### src/rtl/tri_span_gen_if.sv
// Triangle load port and span output stream of tri_span_gen.
// master = the span generator, slave = whoever feeds triangles and consumes spans.
interface tri_span_gen_if #(
  parameter int COORD_W = 11
);
  logic [COORD_W-1:0] td_xa, td_ya, td_xb, td_yb, td_xc, td_yc;
  logic [COORD_W-1:0] ts_xa, ts_ya, ts_xb, ts_yb, ts_xc, ts_yc;
  logic               t_load;
  logic               t_finished;
  logic               sp_valid;
  logic               sp_ready;
  logic [COORD_W-1:0] sp_y, sp_xl, sp_xr, sp_sxl, sp_syl, sp_sxr, sp_syr;

  modport master (
    input  td_xa, td_ya, td_xb, td_yb, td_xc, td_yc,
    input  ts_xa, ts_ya, ts_xb, ts_yb, ts_xc, ts_yc,
    input  t_load, sp_ready,
    output t_finished, sp_valid,
    output sp_y, sp_xl, sp_xr, sp_sxl, sp_syl, sp_sxr, sp_syr
  );

  modport slave (
    output td_xa, td_ya, td_xb, td_yb, td_xc, td_yc,
    output ts_xa, ts_ya, ts_xb, ts_yb, ts_xc, ts_yc,
    output t_load, sp_ready,
    input  t_finished, sp_valid,
    input  sp_y, sp_xl, sp_xr, sp_sxl, sp_syl, sp_sxr, sp_syr
  );
endinterface

### src/rtl/tri_span_gen.sv
// Triangle edge walker: sorts vertices by dst y, DDA-walks the long and short edges and
// emits one [xl,xr) span per scanline. Define TRI_SPAN_CLIP_EN to clip against HRES x VRES.
module tri_span_gen #(
  parameter int COORD_W = 11
`ifdef TRI_SPAN_CLIP_EN
  , parameter int HRES = 640
  , parameter int VRES = 480
`endif
) (
  input  logic           clk,
  input  logic           rst_n,
  tri_span_gen_if.master bus
);
  localparam int DW = COORD_W + 1;
  localparam int SP_Y = 0, SP_XL = 1, SP_XR = 2, SP_SXL = 3, SP_SYL = 4, SP_SXR = 5, SP_SYR = 6;

  typedef logic [COORD_W-1:0]   coord_t;
  typedef logic signed [DW-1:0] delta_t;
  typedef logic [DW-1:0]        err_t;
  typedef enum logic [2:0] {IDLE, SORT, SETUP, WALK, EMIT, OUT, ADVANCE} state_t;

  // Vertex fields 0..2 (dst x, src x, src y) double as DDA channels; field 3 is dst y.
  coord_t     vert_q [3][4];
  coord_t     vert_d [3][4];
  coord_t     val_q  [2][3];
  coord_t     val_d  [2][3];
  coord_t     end_q  [2][3];
  coord_t     end_d  [2][3];
  delta_t     dq_q   [2][3];
  delta_t     dq_d   [2][3];
  err_t       err_q  [2][3];
  err_t       err_d  [2][3];
  coord_t     dy_q   [2];
  coord_t     dy_d   [2];
  coord_t     sp_q   [7];
  coord_t     sp_d   [7];
  coord_t     y_q, y_d;
  logic       s_idx_q, s_idx_d;
  logic [1:0] sort_cnt_q, sort_cnt_d;
  logic       sp_valid_q, sp_valid_d;
  state_t     state_q, state_d;

  logic       left_s;
  coord_t     xl, xr, xr_out, y_n;
  logic       top_clip, y_n_clip, x_clip;
  logic       do_adv, any_step;
  logic       ld     [2];
  logic [1:0] from_i [2];
  logic [1:0] to_i   [2];

  function automatic err_t mag(delta_t d);
    return d[DW-1] ? err_t'(-d) : err_t'(d);
  endfunction

  assign left_s = val_q[1][0] < val_q[0][0];
  assign xl     = left_s ? val_q[1][0] : val_q[0][0];
  assign xr     = left_s ? val_q[0][0] : val_q[1][0];
  assign y_n    = y_q + coord_t'(1);

`ifdef TRI_SPAN_CLIP_EN
  localparam coord_t HRES_C = coord_t'(HRES);
  localparam coord_t VRES_C = coord_t'(VRES);
  assign top_clip = vert_q[0][3] >= VRES_C;
  assign y_n_clip = y_n >= VRES_C;
  assign x_clip   = xl >= HRES_C;
  assign xr_out   = (xr > HRES_C) ? HRES_C : xr;
`else
  assign top_clip = 1'b0;
  assign y_n_clip = 1'b0;
  assign x_clip   = 1'b0;
  assign xr_out   = xr;
`endif

  always_comb begin
    state_d    = state_q;
    vert_d     = vert_q;
    val_d      = val_q;
    end_d      = end_q;
    dq_d       = dq_q;
    err_d      = err_q;
    dy_d       = dy_q;
    sp_d       = sp_q;
    y_d        = y_q;
    s_idx_d    = s_idx_q;
    sort_cnt_d = sort_cnt_q;
    sp_valid_d = sp_valid_q;
    do_adv     = 1'b0;
    any_step   = 1'b0;
    ld[0]      = 1'b0;
    ld[1]      = 1'b0;

    case (state_q)
      IDLE: begin
        if (bus.t_load) begin
          vert_d[0]  = '{bus.td_xa, bus.ts_xa, bus.ts_ya, bus.td_ya};
          vert_d[1]  = '{bus.td_xb, bus.ts_xb, bus.ts_yb, bus.td_yb};
          vert_d[2]  = '{bus.td_xc, bus.ts_xc, bus.ts_yc, bus.td_yc};
          sort_cnt_d = '0;
          state_d    = SORT;
        end
      end
      SORT: begin
        // Pairs (0,1),(1,2),(0,1); strict compare keeps equal-y vertices in input order.
        if (sort_cnt_q == 2'd1) begin
          if (vert_q[1][3] > vert_q[2][3]) begin
            vert_d[1] = vert_q[2];
            vert_d[2] = vert_q[1];
          end
        end else if (vert_q[0][3] > vert_q[1][3]) begin
          vert_d[0] = vert_q[1];
          vert_d[1] = vert_q[0];
        end
        sort_cnt_d = sort_cnt_q + 2'd1;
        if (sort_cnt_q == 2'd2) state_d = SETUP;
      end
      SETUP: begin
        y_d = vert_q[0][3];
        if (vert_q[0][3] == vert_q[2][3] || top_clip) begin
          state_d = IDLE;
        end else begin
          ld[0]   = 1'b1;
          ld[1]   = 1'b1;
          s_idx_d = (vert_q[0][3] == vert_q[1][3]);
          state_d = EMIT;
        end
      end
      WALK: begin
        for (int e = 0; e < 2; e++) begin
          for (int c = 0; c < 3; c++) begin
            if (err_q[e][c] >= {1'b0, dy_q[e]} && val_q[e][c] != end_q[e][c]) begin
              any_step    = 1'b1;
              val_d[e][c] = dq_q[e][c][DW-1] ? val_q[e][c] - coord_t'(1) : val_q[e][c] + coord_t'(1);
              err_d[e][c] = err_q[e][c] - {1'b0, dy_q[e]};
            end
          end
        end
        if (!any_step) state_d = EMIT;
      end
      EMIT: begin
        if (xl == xr || x_clip) begin
          state_d = ADVANCE;
        end else begin
          sp_d[SP_Y]   = y_q;
          sp_d[SP_XL]  = xl;
          sp_d[SP_XR]  = xr_out;
          sp_d[SP_SXL] = left_s ? val_q[1][1] : val_q[0][1];
          sp_d[SP_SYL] = left_s ? val_q[1][2] : val_q[0][2];
          sp_d[SP_SXR] = left_s ? val_q[0][1] : val_q[1][1];
          sp_d[SP_SYR] = left_s ? val_q[0][2] : val_q[1][2];
          sp_valid_d   = 1'b1;
          state_d      = OUT;
        end
      end
      OUT: begin
        if (bus.sp_ready) begin
          sp_valid_d = 1'b0;
          do_adv     = 1'b1;
        end
      end
      ADVANCE: do_adv = 1'b1;
      default: state_d = IDLE;
    endcase

    // Advancing also charges every channel with one row's worth of |dq|.
    if (do_adv) begin
      y_d = y_n;
      for (int e = 0; e < 2; e++) begin
        for (int c = 0; c < 3; c++) begin
          err_d[e][c] = err_q[e][c] + mag(dq_q[e][c]);
        end
      end
      if (y_n == vert_q[1][3] && !s_idx_q) begin
        ld[1]   = 1'b1;
        s_idx_d = 1'b1;
      end
      state_d = (y_n == vert_q[2][3] || y_n_clip) ? IDLE : WALK;
    end

    from_i[0] = 2'd0;
    to_i[0]   = 2'd2;
    from_i[1] = {1'b0, s_idx_d};
    to_i[1]   = s_idx_d ? 2'd2 : 2'd1;
    for (int e = 0; e < 2; e++) begin
      if (ld[e]) begin
        for (int c = 0; c < 3; c++) begin
          val_d[e][c] = vert_q[from_i[e]][c];
          end_d[e][c] = vert_q[to_i[e]][c];
          dq_d[e][c]  = $signed({1'b0, vert_q[to_i[e]][c]}) - $signed({1'b0, vert_q[from_i[e]][c]});
          err_d[e][c] = '0;
        end
        dy_d[e] = vert_q[to_i[e]][3] - vert_q[from_i[e]][3];
      end
    end
  end

  always_ff @(posedge clk or negedge rst_n) begin
    if (!rst_n) begin
      state_q    <= IDLE;
      vert_q     <= '{default: '0};
      val_q      <= '{default: '0};
      end_q      <= '{default: '0};
      dq_q       <= '{default: '0};
      err_q      <= '{default: '0};
      dy_q       <= '{default: '0};
      sp_q       <= '{default: '0};
      y_q        <= '0;
      s_idx_q    <= 1'b0;
      sort_cnt_q <= '0;
      sp_valid_q <= 1'b0;
    end else begin
      state_q    <= state_d;
      vert_q     <= vert_d;
      val_q      <= val_d;
      end_q      <= end_d;
      dq_q       <= dq_d;
      err_q      <= err_d;
      dy_q       <= dy_d;
      sp_q       <= sp_d;
      y_q        <= y_d;
      s_idx_q    <= s_idx_d;
      sort_cnt_q <= sort_cnt_d;
      sp_valid_q <= sp_valid_d;
    end
  end

  assign bus.t_finished = (state_q == IDLE);
  assign bus.sp_valid   = sp_valid_q;
  assign bus.sp_y       = sp_q[SP_Y];
  assign bus.sp_xl      = sp_q[SP_XL];
  assign bus.sp_xr      = sp_q[SP_XR];
  assign bus.sp_sxl     = sp_q[SP_SXL];
  assign bus.sp_syl     = sp_q[SP_SYL];
  assign bus.sp_sxr     = sp_q[SP_SXR];
  assign bus.sp_syr     = sp_q[SP_SYR];
endmodule
### src/flat_wrapper.sv
// flat-port wrapper written by rule: the top's interface ports become plain ports
module tri_span_gen_flat 
#(
  parameter int COORD_W = 11

)
  (clk, rst_n, bus_td_xa, bus_td_ya, bus_td_xb, bus_td_yb, bus_td_xc, bus_td_yc, bus_ts_xa, bus_ts_ya, bus_ts_xb, bus_ts_yb, bus_ts_xc, bus_ts_yc, bus_t_load, bus_sp_ready, bus_t_finished, bus_sp_valid, bus_sp_y, bus_sp_xl, bus_sp_xr, bus_sp_sxl, bus_sp_syl, bus_sp_sxr, bus_sp_syr);
  tri_span_gen_if #(.COORD_W(COORD_W)) bus_i ();
  input  logic clk;
  input  logic rst_n;
  input wire logic [$bits(bus_i.td_xa)-1:0] bus_td_xa;
  input wire logic [$bits(bus_i.td_ya)-1:0] bus_td_ya;
  input wire logic [$bits(bus_i.td_xb)-1:0] bus_td_xb;
  input wire logic [$bits(bus_i.td_yb)-1:0] bus_td_yb;
  input wire logic [$bits(bus_i.td_xc)-1:0] bus_td_xc;
  input wire logic [$bits(bus_i.td_yc)-1:0] bus_td_yc;
  input wire logic [$bits(bus_i.ts_xa)-1:0] bus_ts_xa;
  input wire logic [$bits(bus_i.ts_ya)-1:0] bus_ts_ya;
  input wire logic [$bits(bus_i.ts_xb)-1:0] bus_ts_xb;
  input wire logic [$bits(bus_i.ts_yb)-1:0] bus_ts_yb;
  input wire logic [$bits(bus_i.ts_xc)-1:0] bus_ts_xc;
  input wire logic [$bits(bus_i.ts_yc)-1:0] bus_ts_yc;
  input wire logic [$bits(bus_i.t_load)-1:0] bus_t_load;
  input wire logic [$bits(bus_i.sp_ready)-1:0] bus_sp_ready;
  output wire logic [$bits(bus_i.t_finished)-1:0] bus_t_finished;
  output wire logic [$bits(bus_i.sp_valid)-1:0] bus_sp_valid;
  output wire logic [$bits(bus_i.sp_y)-1:0] bus_sp_y;
  output wire logic [$bits(bus_i.sp_xl)-1:0] bus_sp_xl;
  output wire logic [$bits(bus_i.sp_xr)-1:0] bus_sp_xr;
  output wire logic [$bits(bus_i.sp_sxl)-1:0] bus_sp_sxl;
  output wire logic [$bits(bus_i.sp_syl)-1:0] bus_sp_syl;
  output wire logic [$bits(bus_i.sp_sxr)-1:0] bus_sp_sxr;
  output wire logic [$bits(bus_i.sp_syr)-1:0] bus_sp_syr;
  assign bus_i.td_xa = bus_td_xa;
  assign bus_i.td_ya = bus_td_ya;
  assign bus_i.td_xb = bus_td_xb;
  assign bus_i.td_yb = bus_td_yb;
  assign bus_i.td_xc = bus_td_xc;
  assign bus_i.td_yc = bus_td_yc;
  assign bus_i.ts_xa = bus_ts_xa;
  assign bus_i.ts_ya = bus_ts_ya;
  assign bus_i.ts_xb = bus_ts_xb;
  assign bus_i.ts_yb = bus_ts_yb;
  assign bus_i.ts_xc = bus_ts_xc;
  assign bus_i.ts_yc = bus_ts_yc;
  assign bus_i.t_load = bus_t_load;
  assign bus_i.sp_ready = bus_sp_ready;
  assign bus_t_finished = bus_i.t_finished;
  assign bus_sp_valid = bus_i.sp_valid;
  assign bus_sp_y = bus_i.sp_y;
  assign bus_sp_xl = bus_i.sp_xl;
  assign bus_sp_xr = bus_i.sp_xr;
  assign bus_sp_sxl = bus_i.sp_sxl;
  assign bus_sp_syl = bus_i.sp_syl;
  assign bus_sp_sxr = bus_i.sp_sxr;
  assign bus_sp_syr = bus_i.sp_syr;
  tri_span_gen #(.COORD_W(COORD_W)) u_core (.clk(clk), .rst_n(rst_n), .bus(bus_i));
endmodule
### config.mk
export PLATFORM = sky130hd
export DESIGN_NAME = tri_span_gen_flat
export DESIGN_NICKNAME = d
export VERILOG_FILES = /design/src/rtl/tri_span_gen_if.sv /design/src/rtl/tri_span_gen.sv /design/src/flat_wrapper.sv
export SDC_FILE = /design/constraint.sdc
export NUM_CORES = 2
export LEC_CHECK = 0
export ABC_AREA = 1
export CAP_MARGIN = 20
export CORE_UTILIZATION = 37
export CTS_CLUSTER_DIAMETER = 150
export DETAILED_ROUTE_END_ITERATION = 12
export GPL_TIMING_DRIVEN = 0
export PLACE_DENSITY = 0.6
export SETUP_SLACK_MARGIN = 0.15
export SLEW_MARGIN = 20
export SYNTH_ARGS = -nofsm -noshare
export SYNTH_HDL_FRONTEND = slang
export SYNTH_SLANG_ARGS = --single-unit
### constraint.sdc
create_clock -name clk -period 5.8 [get_ports clk]
set_input_delay 1.16 -clock clk [delete_from_list [all_inputs] [get_ports clk]]
set_output_delay 1.16 -clock clk [all_outputs]
set_load 0.03 [all_outputs]
-- Yosys cells after proc, flatten, opt, wreduce, memory -nomap -nowiden
Index checks and enable logic that the tools add are counted.
- input bits: 136
- latch bits: 0
- output and inout port bits: 79
- bits in writable memories: 0
- memory bits (read-only): 0
- register bits: 525
- word-level logic and storage cells: 267
- memories kept: 0
- eq/ne operators: 32
- reduce and logical (&&, ||, !) cells: 48
- add/sub/neg operators: 40
- $mul: 0
- multiplexer cells: 83
- divide/modulo/power cells: 0
- shift-type cells: 0
- bitwise logic cells: 3
- magnitude comparators: 11
- operators with widths (kind ; number):
    $mux 44 ; 7
    $pmux 132 s2 ; 1
    $mux 11 ; 20
    $bmux 44 s2 ; 2
    $mux 88 ; 2
    $mux 12 ; 12
    $mux 72 ; 2
    $mux 132 ; 1
    $add 11x1->11 const B ; 7
    $add 12x12->12 ; 6
    $ge 12x11->1 ; 6
    $mux 36 ; 2
    $neg 12->12 ; 6
    $sub 11x11->12 ; 6
    $sub 12x11->12 ; 6
    $mux 33 ; 2
    $mux 66 ; 1
    $ne 11x11->1 ; 6
    $sub 11x1->11 const B ; 6
    $eq 11x11->1 ; 5
    $reduce_and 2->1 ; 14
    $reduce_bool 3->1 ; 8
    $gt 11x11->1 ; 2
    $reduce_bool 2->1 ; 11
    other kinds (29) ; 76

-- Depth between registers and ports, before layout
- word-level depth: 12
- gate-level depth with buffers: 31
- depth with buffers taken out: 27

-- Worst setup path before layout
No wires, ideal clock.
- kind: in2reg
- start point: input port bus_sp_ready
- end point: register u_core.dy_q[10] (netlist bit)
- setup time: 130 ps
- setup slack: 1150 ps
- data required time: 5670 ps
- cell stages on the path: 26
- arrival time: 4521 ps
- path through: nand3_1 > nand2_1 > nand2_1 > nor2_1 > nand3_1 > nor2_2 > nand3_4 > nand2_4 > buf_4 > buf_2 > buf_2 > buf_2 > o21ai_0 > ha_1 > fa_1 > o21ai_0 > a21oi_1 > inv_1 > a21oi_1 > o21ai_0 > inv_1 > nor2_1 > o21a_1 > nor2_1 > xnor2_1 > o21ai_1
- cells in the longest elaborated chain, start to end: 9
- elaborated cells between the ends (all ways): 14
- RTL lines (item ; RTL line ; source):
    from (decl) ; flat_wrapper.sv:24 ; input wire logic [$bits(bus_i.sp_ready)-1:0] bus_sp_ready;
    $mux 1 (*) ; tri_span_gen.sv:155 ; if (bus.sp_ready) begin
    $pmux 1 s2 (*) ; tri_span_gen.sv:92 ; case (state_q)
    $mux 1 (*) ; tri_span_gen.sv:165 ; if (do_adv) begin
    via u_core.s_idx_d ; tri_span_gen.sv:38 ; logic s_idx_q, s_idx_d;
    $mux 2 ; tri_span_gen.sv:182 ; to_i[1] = s_idx_d ? 2'd2 : 2'd1;
    $not 2->3 (not written as such) ; tri_span_gen.sv:191 ; dy_d[e] = vert_q[to_i[e]][3] - vert_q[from_i[e]][3];
    $bmux 44 s2 ; tri_span_gen.sv:191 ;
    $mux 44 (2 in series) ; n/a ;
    $sub 11x11->11 (*) ; tri_span_gen.sv:191 ;
    to (signal assigned) ; tri_span_gen.sv:217 ; dy_q <= dy_d;
    to (decl) ; tri_span_gen.sv:33 ; coord_t dy_q [2];
The timed path passes the listed nets; every way through them passes the cells marked *. The select of a mux whose other input is x is not followed.
A chain may end at the register's enable or synchronous reset.

-- Worst setup path after layout
- start point: register u_core.vert_q[91] (netlist bit)
- end point: register u_core.dy_q[10] (netlist bit)
- cells in the longest elaborated chain, start to end: 11
- elaborated cells between the ends (all ways): 20
- RTL lines (item ; RTL line ; source):
    from (decl) ; tri_span_gen.sv:23 ; coord_t vert_q [3][4];
    from (signal assigned) ; tri_span_gen.sv:212 ; vert_q <= vert_d;
    $eq 11x11->1 (on tied branches) ; tri_span_gen.sv:123, tri_span_gen.sv:118 ;
    $mux 1 (*) ; tri_span_gen.sv:118 ; if (vert_q[0][3] == vert_q[2][3] || top_clip) begin
    $mux 1 (*) ; tri_span_gen.sv:92 ;
    $mux 1 ; tri_span_gen.sv:172 ; if (y_n == vert_q[1][3] && !s_idx_q) begin
    $mux 1 (*) ; tri_span_gen.sv:165 ;
    via u_core.s_idx_d ; tri_span_gen.sv:38 ;
    $mux 2 ; tri_span_gen.sv:182 ;
    $not 2->3 (not written as such) ; tri_span_gen.sv:191 ;
    $bmux 44 s2 ; tri_span_gen.sv:191 ;
    $mux 44 (2 in series) ; n/a ;
    $sub 11x11->11 (*) ; tri_span_gen.sv:191 ;
Marks and branches as above.

==> results.md <==
- Maxcap violations: 0
- Final count of pins violating max slew: 0
- CTS Buf Count: 69
- Clock Skew: 0.0315 ns
- FF-to-FF Start: u_core.vert_q[91]
- Fillers: 10500
- Starting Density: 37.4%
- CP arrival: 5.94 ns
- Std-Cell Rows: 117
- Reg2Reg Setup Slack: 0.35 ns
- Initial antenna violation count: 6
- Clock-pin slew on the worst setup and hold paths: 0.06 ns
- Outcome: complete, no violations
- Met2 Use GR: 46.2%
- Sequential cell area fraction in the yosys report: 34.4%
- Avg Cell Area, Syn: 7.24 um^2
- Drt first-iter violations: 3931
- Reg2reg end: u_core.dy_q[10]
- R2R cell count: 28
- PnR worst setup slack: 0.347 ns
- Clk sink count: 525
- CP Max Fanout: 10
- Unique masters post-synth: 57
- Seq cells post-synth: 525
- Die Area: 104000 um^2
- Number of diodes: 0
- DIE HEIGHT: 323 um
- Top Usage Layer GRT: met2
- Count leader, synth: nand2_1
- GRT overflow: 0
- Final GP Congestion: 0.998
- Post-synth EDFFs: 0
- DR pass1 iterations: 7
- Io pins: 215
- Yosys top cell by area: dfrtp_1
- Worst Setup Start Kind: flip-flop
- Placed wire-length estimate: 129 mm
- Hold Fails Final Rpt: 0
- Finished Core Util: 43.9%
- Number of buffers added on ports: 214
- Met1 global-route usage: 42.0%
- Setup crit end kind: flip-flop
- Crit path max-delay cell type: fa_1
- Design area: 44800 um^2
- Critical Path RT: 6.29 ns
- Slew HR: 20.5%
- Syn-to-layout area delta: 17.4%
- Synth warn: 0
- Final setup vio count: 0
- Synth area leaders: dfrtp_1 34%, nand2_1 14%, ha_1 10%, o21ai_0 6.9%, a21oi_1 5.8%
- FMAX: 183 MHz
- CTS tree: yes
- Post-route DRC: 0
- Fraction of registers with async set/reset: 100%
- GR Util met3: 7.64%
- Syn_nets: 5740
- Final Cycle Share: 94.0%
- Routed len/inst: 23.5 um
- Placement Setup Slack: -1.49 ns
- Post-route ant nets: 0
- Nets: 6037
- Mapped cell area: 38200 um^2
- Min cycle time layout: 5.45 ns
- Clk Tree Root Cell: clkbuf_16
- Share of cells above drive strength 1: 4.16%
- First-pass GRT wire length: 239 mm
- Cells after synthesis: 5273
- Largest net degree at the start of global routing: 92
- Max stage delay on crit path: 0.48 ns
- Least-Margin Pin Slew: 1.19 ns
- Vias per inst: 5.50
- Placed Area: 42200 um^2
- H-tree depth: 3
- Top FF cell, synth: dfrtp_1
- Core footprint: 102000 um^2
- Skew-Pair Late Insertion Delay: 0.65 ns
- Overall routing resource usage: 31.3%
- RSZ-0062 raised after global routing: no
- Die X: 323 um
- Area share of the largest cell type after synthesis: 34.4%
- Vias in the first global route: 36000
- HP Class: in -> async
- Final wirelength: 165 mm
- Top post-synthesis cells by count: 1423 x nand2_1, 560 x inv_1, 525 x dfrtp_1, 525 x o21ai_0, 443 x a21oi_1
- Clock Path Buffers: 3
- WS Path Type: reg -> reg
- Vias: 38500
[cell families (layout without fill, tap and decap cells)]
group	count (synthesis)	in the layout	synth area share [%]
AND/OR/NAND/NOR	2174	2174	22.9
AO/OA/AOI/OAI	1220	1220	17.8
buffers and inverters	777	1125	7.81
flip-flops	525	525	34.4
adder cells (fa/ha/maj)	331	331	11.4
XOR/XNOR	245	245	5.62
multiplexers	1	1	0.0295
[worst max-delay path, delay by kind of cell, from the launching register on]
family          cells  cell delay, ns
flops               1            0.39
compound gates      8            1.00
buf+inv            10            1.59
simple gates        6            0.78
fa+ha+maj           3            1.19
xor+xnor            1            0.29
[how the worst max path moves through the flow]
stage / from / end / slack, ns / cells past startpoint
after floorplan: bus_sp_ready / u_core.dy_q[10] / 1.15 / 26
after global placement: rst_n / u_core.bus.sp_syl[4] / -21.94 / 1
after global routing: bus_sp_ready / u_core.dy_q[10] / 0.17 / 27
after detailed placement: bus_sp_ready / u_core.dy_q[10] / -1.49 / 27
after CTS: bus_sp_ready / u_core.dy_q[10] / 0.28 / 27
final: u_core.vert_q[91] / u_core.dy_q[10] / 0.35 / 28
[metal layers]
| layer | share of wire [%] | vias to the layer above |
|---|---|---|
| li1 | - | 18000 |
| met1 | 42 | 18400 |
| met2 | 42 | 1729 |
| met3 | 9.9 | 328 |
| met4 | 5.9 | 0 |
| met5 | 0 | - |
[what timing repair did]
item | in CTS | in global routing
setup buffers | 2 | 3
setup endpoints to repair | 29 | 11
gates resized for setup | 14 | 14
pin swaps | 2 | 2
hold buffers | 0 | 0
[through the flow]
stage                     setup TNS [ns]  cells  hold WS, ns
after floorplan                        0   5273        0.452
after global placement                 -   6855        0.468
after detailed placement          -27.14   6862        0.466
after CTS                              0   6986        0.418
after global routing                   0   6989        0.452
final                                  0   6989        0.419
[sequential cells by signal (all words and copies together) (netlist names)]
name,count
u_core.dq_q,72
u_core.bus.sp_sxl,11
u_core.vert_q,132
u_core.bus.sp_valid,1
u_core.dy_q,22
u_core.end_q,66
u_core.state_q,3
u_core.bus.sp_syl,11
u_core.bus.sp_y,11
u_core.sort_cnt_q,2
u_core.bus.sp_xl,11
u_core.err_q,72
u_core.bus.sp_xr,11
u_core.val_q,66
u_core.bus.sp_sxr,11
u_core.bus.sp_syr,11
u_core.s_idx_q,1
u_core.y_q,11
[cell type report]
class	instances	area, um^2	area share [%]
buffer	199	831	1.85
sequential	525	13100	29.3
multi-input combinational	3971	22100	49.3
timing repair buffer	226	2390	5.33
tap	1368	1710	3.82
clock inverter	24	383	0.855
clock buffer	98	2070	4.62
inverter	578	2170	4.84
[cells in the final DEF (no fill, tap or decap), drive strengths merged, types with 6 or more instances in the layout]
cell type / count
nor2: 427
nor4: 10
dfrtp: 525
or2: 24
buf: 64
nand2: 1435
clkinv: 17
o21bai: 19
nand3b: 6
clkbuf: 246
inv: 573
clkdlybuf4s50: 212
nand4: 32
a21oi: 446
a31oi: 21
nor3: 45
fa: 26
xnor2: 70
a22oi: 12
o211ai: 9
o31ai: 6
a211oi: 12
xor2: 175
nand3: 186
o221ai: 87
bufinv: 9
o21ai: 541
and2: 8
a21o: 10
o22ai: 27
ha: 305
Power is not shown: default switching activity piles up to over one toggle a cycle in this logic, so the estimate is an artifact.
